[config.mk]
export PLATFORM = sky130hd
export DESIGN_NAME = device_usb_core_flat
export DESIGN_NICKNAME = d
export VERILOG_FILES = /design/src/rtl/device_usb_core_if.sv /design/src/rtl/device_usb_core.sv /design/src/flat_wrapper.sv
export SDC_FILE = /design/constraint.sdc
export NUM_CORES = 1
export LEC_CHECK = 0
export CAP_MARGIN = 10
export CORE_MARGIN = 3
export CORE_UTILIZATION = 57
export CTS_BUF_LIST = sky130_fd_sc_hd__clkbuf_8
export DETAILED_ROUTE_END_ITERATION = 8
export PLACE_DENSITY = 0.88
export SLEW_MARGIN = 20
export SYNTH_ARGS = -nofsm -noshare
export SYNTH_HDL_FRONTEND = slang
export SYNTH_SLANG_ARGS = --single-unit
[constraint.sdc]
create_clock -name clk -period 3.95 [get_ports clk]
set_input_delay 0.79 -clock clk [delete_from_list [all_inputs] [get_ports clk]]
set_output_delay 0.79 -clock clk [all_outputs]
set_load 0.05 [all_outputs]
[src/rtl/device_usb_core_if.sv]
// Bag receive/transmit and engine handshake bundle between the device core and its neighbours.
// master: the core (answers bags, issues transmit and engine starts).
// slave: the receive/transmit paths and the config/conversion engines.
interface device_usb_core_if;
  logic       fs_read;
  logic [3:0] read_btype;
  logic       fd_read;
  logic       fs_send;
  logic       fd_send;
  logic [3:0] send_btype;
  logic       fs_conf;
  logic       fd_conf;
  logic       fs_conv;
  logic       fd_conv;

  modport master (
    input  fs_read, read_btype, fd_send, fd_conf, fd_conv,
    output fd_read, fs_send, send_btype, fs_conf, fs_conv
  );

  modport slave (
    output fs_read, read_btype, fd_send, fd_conf, fd_conv,
    input  fd_read, fs_send, send_btype, fs_conf, fs_conv
  );
endinterface

[src/rtl/device_usb_core.sv]
// Device USB command core: announces DTYPE, decodes console bags, runs engine handshakes, link watchdog.
// Latency: fs_read rise to fd_read 2 cycles; fs_read fall to engine start 1 cycle; all outputs registered/state-decoded.
// Backpressure: every handshake is a held level; the FSM waits indefinitely on fs_read/fd_conf/fd_conv/fd_send.
module device_usb_core #(
  parameter logic [31:0] DEVICE_IDX   = 32'h13579BDF,
  parameter logic [31:0] LINK_TIMEOUT = 32'd15_000_000,
  parameter logic [3:0]  DATA_IDX_NUM = 4'h6
) (
  input  logic               clk,
  input  logic               rst,
  device_usb_core_if.master  bus,
  output logic [3:0]         data_idx,
  output logic [31:0]        device_idx,
  output logic               link_ok,
  output logic [7:0]         bad_bag
);

  localparam logic [3:0] RX_DCONF = 4'b0001;
  localparam logic [3:0] RX_DCONV = 4'b1001;
  localparam logic [3:0] RX_CLINK = 4'b1011;
  localparam logic [3:0] TX_DTYPE = 4'b1001;
  localparam logic [3:0] TX_DTEMP = 4'b1010;
  localparam logic [3:0] TX_DATA  = 4'b0101;

  localparam logic [31:0] WD_MAX   = LINK_TIMEOUT - 32'd1;
  localparam logic [3:0]  IDX_LAST = DATA_IDX_NUM - 4'd1;

  typedef enum logic [3:0] {
    MAIN_IDLE,
    TYPE_SEND,
    MAIN_WAIT,
    READ_WORK,
    READ_DONE,
    CONF_WORK,
    CONF_WAIT,
    CONF_SEND,
    CONF_DONE,
    CONV_WORK,
    CONV_WAIT,
    CONV_SEND,
    CONV_DONE
  } state_t;

  state_t      state;
  state_t      state_nxt;
  logic [3:0]  cmd;
  logic [3:0]  send_btype_q;
  logic [31:0] wd;

  logic fs_send_d;
  logic fd_read_d;
  logic fs_conf_d;
  logic fs_conv_d;
  logic valid_disp;
  logic bad_disp;

  assign bus.fs_send    = fs_send_d;
  assign bus.fd_read    = fd_read_d;
  assign bus.fs_conf    = fs_conf_d;
  assign bus.fs_conv    = fs_conv_d;
  assign bus.send_btype = send_btype_q;
  assign device_idx     = DEVICE_IDX;

  // State register; reset restarts the DTYPE announcement.
  always_ff @(posedge clk) begin
    if (rst) state <= MAIN_IDLE;
    else     state <= state_nxt;
  end

  // Next-state logic; handshake strobes decode from the current state only.
  always_comb begin
    state_nxt  = state;
    fs_send_d  = 1'b0;
    fd_read_d  = 1'b0;
    fs_conf_d  = 1'b0;
    fs_conv_d  = 1'b0;
    valid_disp = 1'b0;
    bad_disp   = 1'b0;
    case (state)
      MAIN_IDLE: state_nxt = TYPE_SEND;
      TYPE_SEND: begin
        fs_send_d = 1'b1;
        if (bus.fd_send) state_nxt = MAIN_WAIT;
      end
      MAIN_WAIT: if (bus.fs_read) state_nxt = READ_WORK;
      READ_WORK: state_nxt = READ_DONE;
      READ_DONE: begin
        fd_read_d = 1'b1;
        if (!bus.fs_read) begin
          case (cmd)
            RX_DCONF: begin state_nxt = CONF_WORK; valid_disp = 1'b1; end
            RX_DCONV: begin state_nxt = CONV_WORK; valid_disp = 1'b1; end
            RX_CLINK: begin state_nxt = MAIN_WAIT; valid_disp = 1'b1; end
            default:  begin state_nxt = MAIN_WAIT; bad_disp   = 1'b1; end
          endcase
        end
      end
      CONF_WORK: begin
        fs_conf_d = 1'b1;
        if (bus.fd_conf) state_nxt = CONF_WAIT;
      end
      CONF_WAIT: if (!bus.fd_conf) state_nxt = CONF_SEND;
      CONF_SEND: begin
        fs_send_d = 1'b1;
        if (bus.fd_send) state_nxt = CONF_DONE;
      end
      CONF_DONE: state_nxt = MAIN_WAIT;
      CONV_WORK: begin
        fs_conv_d = 1'b1;
        if (bus.fd_conv) state_nxt = CONV_WAIT;
      end
      CONV_WAIT: if (!bus.fd_conv) state_nxt = CONV_SEND;
      CONV_SEND: begin
        fs_send_d = 1'b1;
        if (bus.fd_send) state_nxt = CONV_DONE;
      end
      CONV_DONE: state_nxt = MAIN_WAIT;
      default:   state_nxt = MAIN_IDLE;
    endcase
  end

  // Latch the bag type at acceptance so dispatch does not depend on read_btype after fs_read drops.
  always_ff @(posedge clk) begin
    if (rst)                                 cmd <= 4'h0;
    else if (state == MAIN_WAIT && bus.fs_read) cmd <= bus.read_btype;
  end

  // Reply type is loaded on entry to *_WAIT so it is settled a cycle before fs_send rises.
  always_ff @(posedge clk) begin
    if (rst)                                            send_btype_q <= 4'h0;
    else if (state == MAIN_IDLE)                        send_btype_q <= TX_DTYPE;
    else if (state == CONF_WORK && state_nxt == CONF_WAIT) send_btype_q <= TX_DTEMP;
    else if (state == CONV_WORK && state_nxt == CONV_WAIT) send_btype_q <= TX_DATA;
  end

  // Data frame index advances once per completed conversion reply.
  always_ff @(posedge clk) begin
    if (rst)                     data_idx <= 4'h0;
    else if (state == CONV_DONE) data_idx <= (data_idx == IDX_LAST) ? 4'h0 : data_idx + 4'h1;
  end

  // Saturating count of unrecognised command bags.
  always_ff @(posedge clk) begin
    if (rst)                           bad_bag <= 8'h00;
    else if (bad_disp && bad_bag != 8'hFF) bad_bag <= bad_bag + 8'h01;
  end

  // Link watchdog; a valid dispatch outranks a simultaneous expiry.
  always_ff @(posedge clk) begin
    if (rst) begin
      wd      <= 32'd0;
      link_ok <= 1'b0;
    end else if (valid_disp) begin
      wd      <= 32'd0;
      link_ok <= 1'b1;
    end else begin
      if (wd != WD_MAX) wd <= wd + 32'd1;
      if (wd == WD_MAX) link_ok <= 1'b0;
    end
  end

endmodule

[src/flat_wrapper.sv]
// flat-port wrapper written by rule: the top's interface ports become plain ports
module device_usb_core_flat 
#(
  parameter logic [31:0] DEVICE_IDX   = 32'h13579BDF,
  parameter logic [31:0] LINK_TIMEOUT = 32'd15_000_000,
  parameter logic [3:0]  DATA_IDX_NUM = 4'h6
)
  (clk, rst, data_idx, device_idx, link_ok, bad_bag, bus_fs_read, bus_read_btype, bus_fd_send, bus_fd_conf, bus_fd_conv, bus_fd_read, bus_fs_send, bus_send_btype, bus_fs_conf, bus_fs_conv);
  device_usb_core_if bus_i ();
  input  logic clk;
  input  logic rst;
  output logic [3:0] data_idx;
  output logic [31:0] device_idx;
  output logic link_ok;
  output logic [7:0] bad_bag;
  input wire logic [$bits(bus_i.fs_read)-1:0] bus_fs_read;
  input wire logic [$bits(bus_i.read_btype)-1:0] bus_read_btype;
  input wire logic [$bits(bus_i.fd_send)-1:0] bus_fd_send;
  input wire logic [$bits(bus_i.fd_conf)-1:0] bus_fd_conf;
  input wire logic [$bits(bus_i.fd_conv)-1:0] bus_fd_conv;
  output wire logic [$bits(bus_i.fd_read)-1:0] bus_fd_read;
  output wire logic [$bits(bus_i.fs_send)-1:0] bus_fs_send;
  output wire logic [$bits(bus_i.send_btype)-1:0] bus_send_btype;
  output wire logic [$bits(bus_i.fs_conf)-1:0] bus_fs_conf;
  output wire logic [$bits(bus_i.fs_conv)-1:0] bus_fs_conv;
  assign bus_i.fs_read = bus_fs_read;
  assign bus_i.read_btype = bus_read_btype;
  assign bus_i.fd_send = bus_fd_send;
  assign bus_i.fd_conf = bus_fd_conf;
  assign bus_i.fd_conv = bus_fd_conv;
  assign bus_fd_read = bus_i.fd_read;
  assign bus_fs_send = bus_i.fs_send;
  assign bus_send_btype = bus_i.send_btype;
  assign bus_fs_conf = bus_i.fs_conf;
  assign bus_fs_conv = bus_i.fs_conv;
  device_usb_core #(.DEVICE_IDX(DEVICE_IDX), .LINK_TIMEOUT(LINK_TIMEOUT), .DATA_IDX_NUM(DATA_IDX_NUM)) u_core (.clk(clk), .rst(rst), .bus(bus_i), .data_idx(data_idx), .device_idx(device_idx), .link_ok(link_ok), .bad_bag(bad_bag));
endmodule
==> impl_metrics.ini, run 1 <==
[logic_synthesis]
ys_ff_latch = 57
synth.top_cell.area_share_pct = 37.6
synth.yosys.warnings = 0
synthTopCellsByCount = dfxtp_1, nor2_1, buf_4
async_flop_share_pct = 0
yosysTopAreaCell = dfxtp_1
synth.most_common_cell = dfxtp_1
netlist_area_sq_um = 3040
ys.flop_type = dfxtp_1
syn_inst = 376
syn_avg_cell_area_sq_um = 8.08
synth_area_leaders = dfxtp_1, buf_4, xnor2_1
ys_types = 44
ys_seq_area_share_pct = 37.6
synth-edff-count = 0

[timing]
fin_tns_setup_ns = 0
hold_viol = 0
hold-worst-slack_ns = 0.471
maxSlewHeadroom_pct = 56.2
rsz0062_at_grt = false
slew_violations = 0
worstMarginPinSlew_ns = 0.653
fin_skew_ns = 0.00568
post-route-period-util_pct = 78.4
max_freq_mhz = 323
layout_setup_ws_ns = 0.851
min_period_ns = 3.10
finalSetupViolCount = 0

[critical_path]
crit_type = reg -> out
end_kind = primary output
worstReg2RegEnd = u_core.wd[31]
start_kind = flip-flop
crit_required_ns = 3.16
crit_fanout = 15
rr_worst_depth = 5
arrival_ns = 2.31
timing.rr.start = u_core.wd[2]
ff2ff_setup_slack_ns = 1.49

[worst_hold_path]
hold_end = u_core.bus.send_btype[1]
hold_path.class = reg -> reg
min_from = u_core.bus.send_btype[1]
whs_path_depth = 2

[cells_and_area]
layout.cells.non_filler = 475
fin_nets = 415
area_growth_pct = 13.0
drive_gt1_share_pct = 5.88
antenna_cells = 0
fin_area_sq_um = 3430

[detailed_routing]
totalWireLength_mm = 5.80
wl_per_cell_microns = 12.2
vias = 2581
first_iter_violations = 124
vias_per_cell = 5.43
drtAntennaViolNets = 0
drc = 0
drt-pass1-iter-count = 4

[cts]
numCtsBuffers = 9
clock_sinks = 57
post_cts_resized = 0
cts_tree = done
ctsHoldBuffers = 0
post-cts-setup-buffers = 0
root_buffer = clkbuf_8
cts_htree_levels = 3
clkLatencyLatePin_ns = 0.32
cts_max_path_buffers = 2
cts.clk_slew.worst_paths_ns = 0.06

[global_route]
gr-usage-all-layers_pct = 19.4
grt_first_pass_wirelength_mm = 9.88
overflow = 0
grt_pass1_vias = 2315
grt_max_degree = 24
antenna_found_initial = 0

[die]
die_area_sq_um = 6240
rows = 25
ios = 63
core_sq_um = 4940
fp.dieW_microns = 79.0
start_util_pct = 61.4
die-height_microns = 79.0

[status]
status = complete, no violations

[place]
gp_routability_congestion = 0.884
port-buffer-count = 30
place_inst = 459
dpl_cell_area_sq_um = 3250
place_ws_ns = 1.21
hpwlAfterDp_mm = 4.22

[power]
power_density_nw_per_um2 = 408
vdd_ir_drop_max_v = 0.000226
power.leakage_uw = 0.00122

[run]
cap_viol_max_count = 0
## state kept, by name, summed over array words and instances, names as in the netlist
| signal | count |
|---|---|
| u_core.state | 4 |
| u_core.link_ok | 1 |
| u_core.cmd | 4 |
| u_core.wd | 32 |
| u_core.bad_bag | 8 |
| u_core.bus.send_btype | 4 |
| u_core.data_idx | 4 |
## power by group
| part | total (uW) | switching [uW] | internal [uW] | leakage, uW |
|---|---|---|---|---|
| registers | 639 | 42.1 | 597 | 0.000461 |
| logic | 293 | 203 | 90.5 | 0.000659 |
| clock network | 469 | 215 | 254 | 0.000101 |
| total | 1400 | 460 | 941 | 0.00122 |
## worst max-delay path by stage
| stage | start | to | slack (ns) |
|---|---|---|---|
| after floorplan | u_core.state[1] | bus_fs_send | 1.17 |
| after global placement | u_core.state[1] | bus_fs_send | 1.28 |
| after detailed placement | u_core.state[1] | bus_fs_send | 1.21 |
| after CTS | u_core.state[1] | bus_fs_send | 0.84 |
| after global routing | u_core.state[1] | bus_fs_send | 0.71 |
| final | u_core.state[1] | bus_fs_send | 0.85 |
## critical path: stages, from the launching register on
cell             delay, ns
dfxtp_1               0.60
nor2b_1               0.27
nand2_1               0.09
a21boi_0              0.19
clkdlybuf4s50_1       0.83
## routing by layer
| metal | part of all wire (%) | routed length (microns) | track usage, % |
|---|---|---|---|
| met1 | 46 | 2650 | 24.6 |
| met2 | 47 | 2710 | 31.3 |
| met3 | 5.9 | 343 | 4.76 |
| met4 | 1.5 | 86 | 8.42 |
| met5 | 0 | 0 | 0 |
## cells by family (layout without fill, tap and decap cells)
group                      Yosys count  count (layout)  share of synthesized area (%)
AOI/OAI and AO/OA                   51              51                           9.93
DFF                                 57              57                           37.6
xor gates and xnor gates            32              32                           9.23
muxes                                7               7                           2.31
buffers and inverters               55              57                           10.9
and+or+nand+nor                    170             170                           29.0
other                                2              32                          0.247
adders and majority gates            2               2                          0.824
## stage by stage
step / utilization [%] / total power, uW
3_5_place_dp: 65.8 / 943
4_1_cts: 69.3 / 1410
2_1_floorplan: - / 901
5_1_grt: 69.4 / 1470
3_3_place_gp: 65.8 / 936
6_report: 69.4 / 1400
## placed cells by master, fill, tap and decap left out, types with 2 or more instances in the layout
master           count
dfxtp_1             57
nor2_1              47
conb_1              32
clkdlybuf4s50_1     30
nand2_1             27
xnor2_1             25
nand3_1             18
a21oi_1             17
nor3_1              14
o21ai_0             14
nor4_1              13
inv_1               11
clkbuf_8            11
nand2b_1             8
nand4_1              8
xor2_1               7
mux2i_1              7
and3_1               6
or3_1                6
a31oi_1              5
nor2b_1              4
and2_1               3
or2_2                3
o31ai_1              3
or4_1                3
clkinv_2             3
a21boi_0             2
and4_1               2
o211ai_1             2
o22ai_1              2
ha_1                 2
buf_4                2
## cell type report
class / count / area [sq um]
Multi-Input combinational cell: 294 / 1680
Tap cell: 67 / 83.8
Sequential cell: 57 / 1140
Inverter: 9 / 33.8
Clock buffer: 11 / 151
Clock inverter: 5 / 22.5
Fill cell: 398 / 1510
Timing Repair Buffer: 32 / 315
(Power assumes the default switching activity.)
==> run 2: changes to the inputs <==
CORE_UTILIZATION = 48   (was 57)
PLACE_DENSITY = 0.79   (was 0.88)
clock period = 2.8 ns   (was 3.95 ns; I/O delays follow)
==> run 2 against run 1 <==
Critical path depth is 1 lower; non-clock buffer count is 3 higher; clock power is 99% higher; utilization is 11 points lower; global-route usage is 1.7 points lower; sequential share of layout area is 0.92 points lower; highest routed layer unchanged; sequential cell count stayed put; final area is 2.8% higher; worst hold slack better by 0.0098 ns; sequential power is 40% higher; wire length is 4.6% higher.
==> impl_metrics.ini, run 2 (synthesis gave the netlist of run 1 again) <==
[die]
rows = 28
core_sq_um = 6030
ios = 63
start_util_pct = 50.4
fp.dieW_microns = 85.5
die-height_microns = 85.5
die_area_sq_um = 7320

[detailed_routing]
totalWireLength_mm = 6.06
vias_per_cell = 5.31
drtAntennaViolNets = 0
first_iter_violations = 168
drt-pass1-iter-count = 4
drc = 0
vias = 2580
wl_per_cell_microns = 12.5

[power]
power_density_nw_per_um2 = 639
vdd_ir_drop_max_v = 0.000426
power.leakage_uw = 0.00128
power_uw = 2250

[critical_path]
arrival_ns = 2.12
critPathMaxStageDelay_ns = 0.82
crit_type = reg -> out
crit_required_ns = 2.24
crit_fanout = 13
worstPathCellList = nand2b_1 -> nor2_1 -> clkdlybuf4s50_1
end_kind = primary output
slowest_stage = clkdlybuf4s50_1
start_kind = flip-flop

[cells_and_area]
fillCellCount = 534
mostFrequentLayoutCell = dfxtp_1
drive_gt1_share_pct = 6.81
largest_reg_flops = 32
largest_register = u_core.wd
top_regs = u_core.wd x32, u_core.bad_bag x8
mostFrequentLayoutCells = dfxtp_1, nor2_1, conb_1
antenna_cells = 0
area_growth_pct = 16.2
fin_nets = 418

[place]
hpwlAfterDp_mm = 4.25
gp_routability_congestion = 0.846
port-buffer-count = 30

[timing]
min_period_ns = 2.68
rsz0062_at_grt = false
fin_tns_setup_ns = 0
post-route-period-util_pct = 95.8
worstMarginPinSlew_ns = 0.576
hold_viol = 0
max_freq_mhz = 373
finalSetupViolCount = 0
maxSlewHeadroom_pct = 61.4
fin_skew_ns = 0.00929
slew_violations = 0

[cts]
numCtsBuffers = 9
clock_sinks = 57
cts_tree = done
cts.clk_slew.worst_paths_ns = 0.06
cts_htree_levels = 3
clkLatencyLatePin_ns = 0.33
root_buffer = clkbuf_8
ctsHoldBuffers = 0
cts_max_path_buffers = 2

[status]
status = complete, no violations

[run]
cap_viol_max_count = 0

[global_route]
grt_pass1_vias = 2359
grt_max_degree = 32
overflow = 0
gr-usage-all-layers_pct = 17.7
grt_first_pass_wirelength_mm = 10.5
antenna_found_initial = 0

[worst_hold_path]
hold_path.class = reg -> reg
## run 2: final timing paths
kind	from	end	slack, ns	depth (start not counted)
min	u_core.bus.send_btype[1]	u_core.bus.send_btype[1]	0.48	2
max	u_core.state[2]	bus_fs_conf	0.12	3
min reg2reg	u_core.bus.send_btype[1]	u_core.bus.send_btype[1]	0.48	2
max reg2reg	u_core.wd[7]	u_core.wd[31]	0.68	5
## run 2: per-stage QoR
stage               instances  cell area, sq um  setup WS, ns  hold slack, ns  utilization, %
finish                    486              3530         0.116           0.481            58.6
CTS                       486              3530        0.0443           0.485            58.5
floorplan                 406              3150         0.244           0.452               -
detailed placement        470              3280         0.430           0.476            54.5
global placement          470              3280         0.468           0.456            54.5
global route              486              3530        0.0198           0.524            58.6
## run 2: layout make-up
class	instances	area [sq um]	share of cell area, %
Clock buffer	10	138	3.90
Sequential cell	57	1140	32.3
Clock inverter	6	106	3.01
Timing Repair Buffer	35	338	9.57
Tap cell	75	93.8	2.66
Multi-Input combinational cell	294	1680	47.6
Inverter	9	33.8	0.957
## run 2: metal layers
layer | up-vias | track usage (%) | wire (microns)
met3 | 11 | 2.88 | 257
met5 | - | 0 | 0
met1 | 1194 | 22.6 | 2820
met4 | 0 | 10.8 | 158
li1 | 1301 | - | -
met2 | 74 | 28.0 | 2830
## run 2: what timing repair did
| item | in CTS | in global routing |
|---|---|---|
| hold endpoints to repair | 0 | 0 |
| buffers inserted | 0 | 0 |
| gates resized for setup | 0 | 1 |
| setup endpoints to repair | 0 | 1 |
## run 2: report_power, final
| part | internal (uW) | switching (uW) |
|---|---|---|
| registers | 842 | 50.3 |
| logic | 130 | 298 |
| clock network | 610 | 322 |
## run 2: critical path: cells and delay by family (launching register included)
kind	cells	cell delay, ns
flops	1	0.57
buf+inv	1	0.82
simple gates	2	0.40
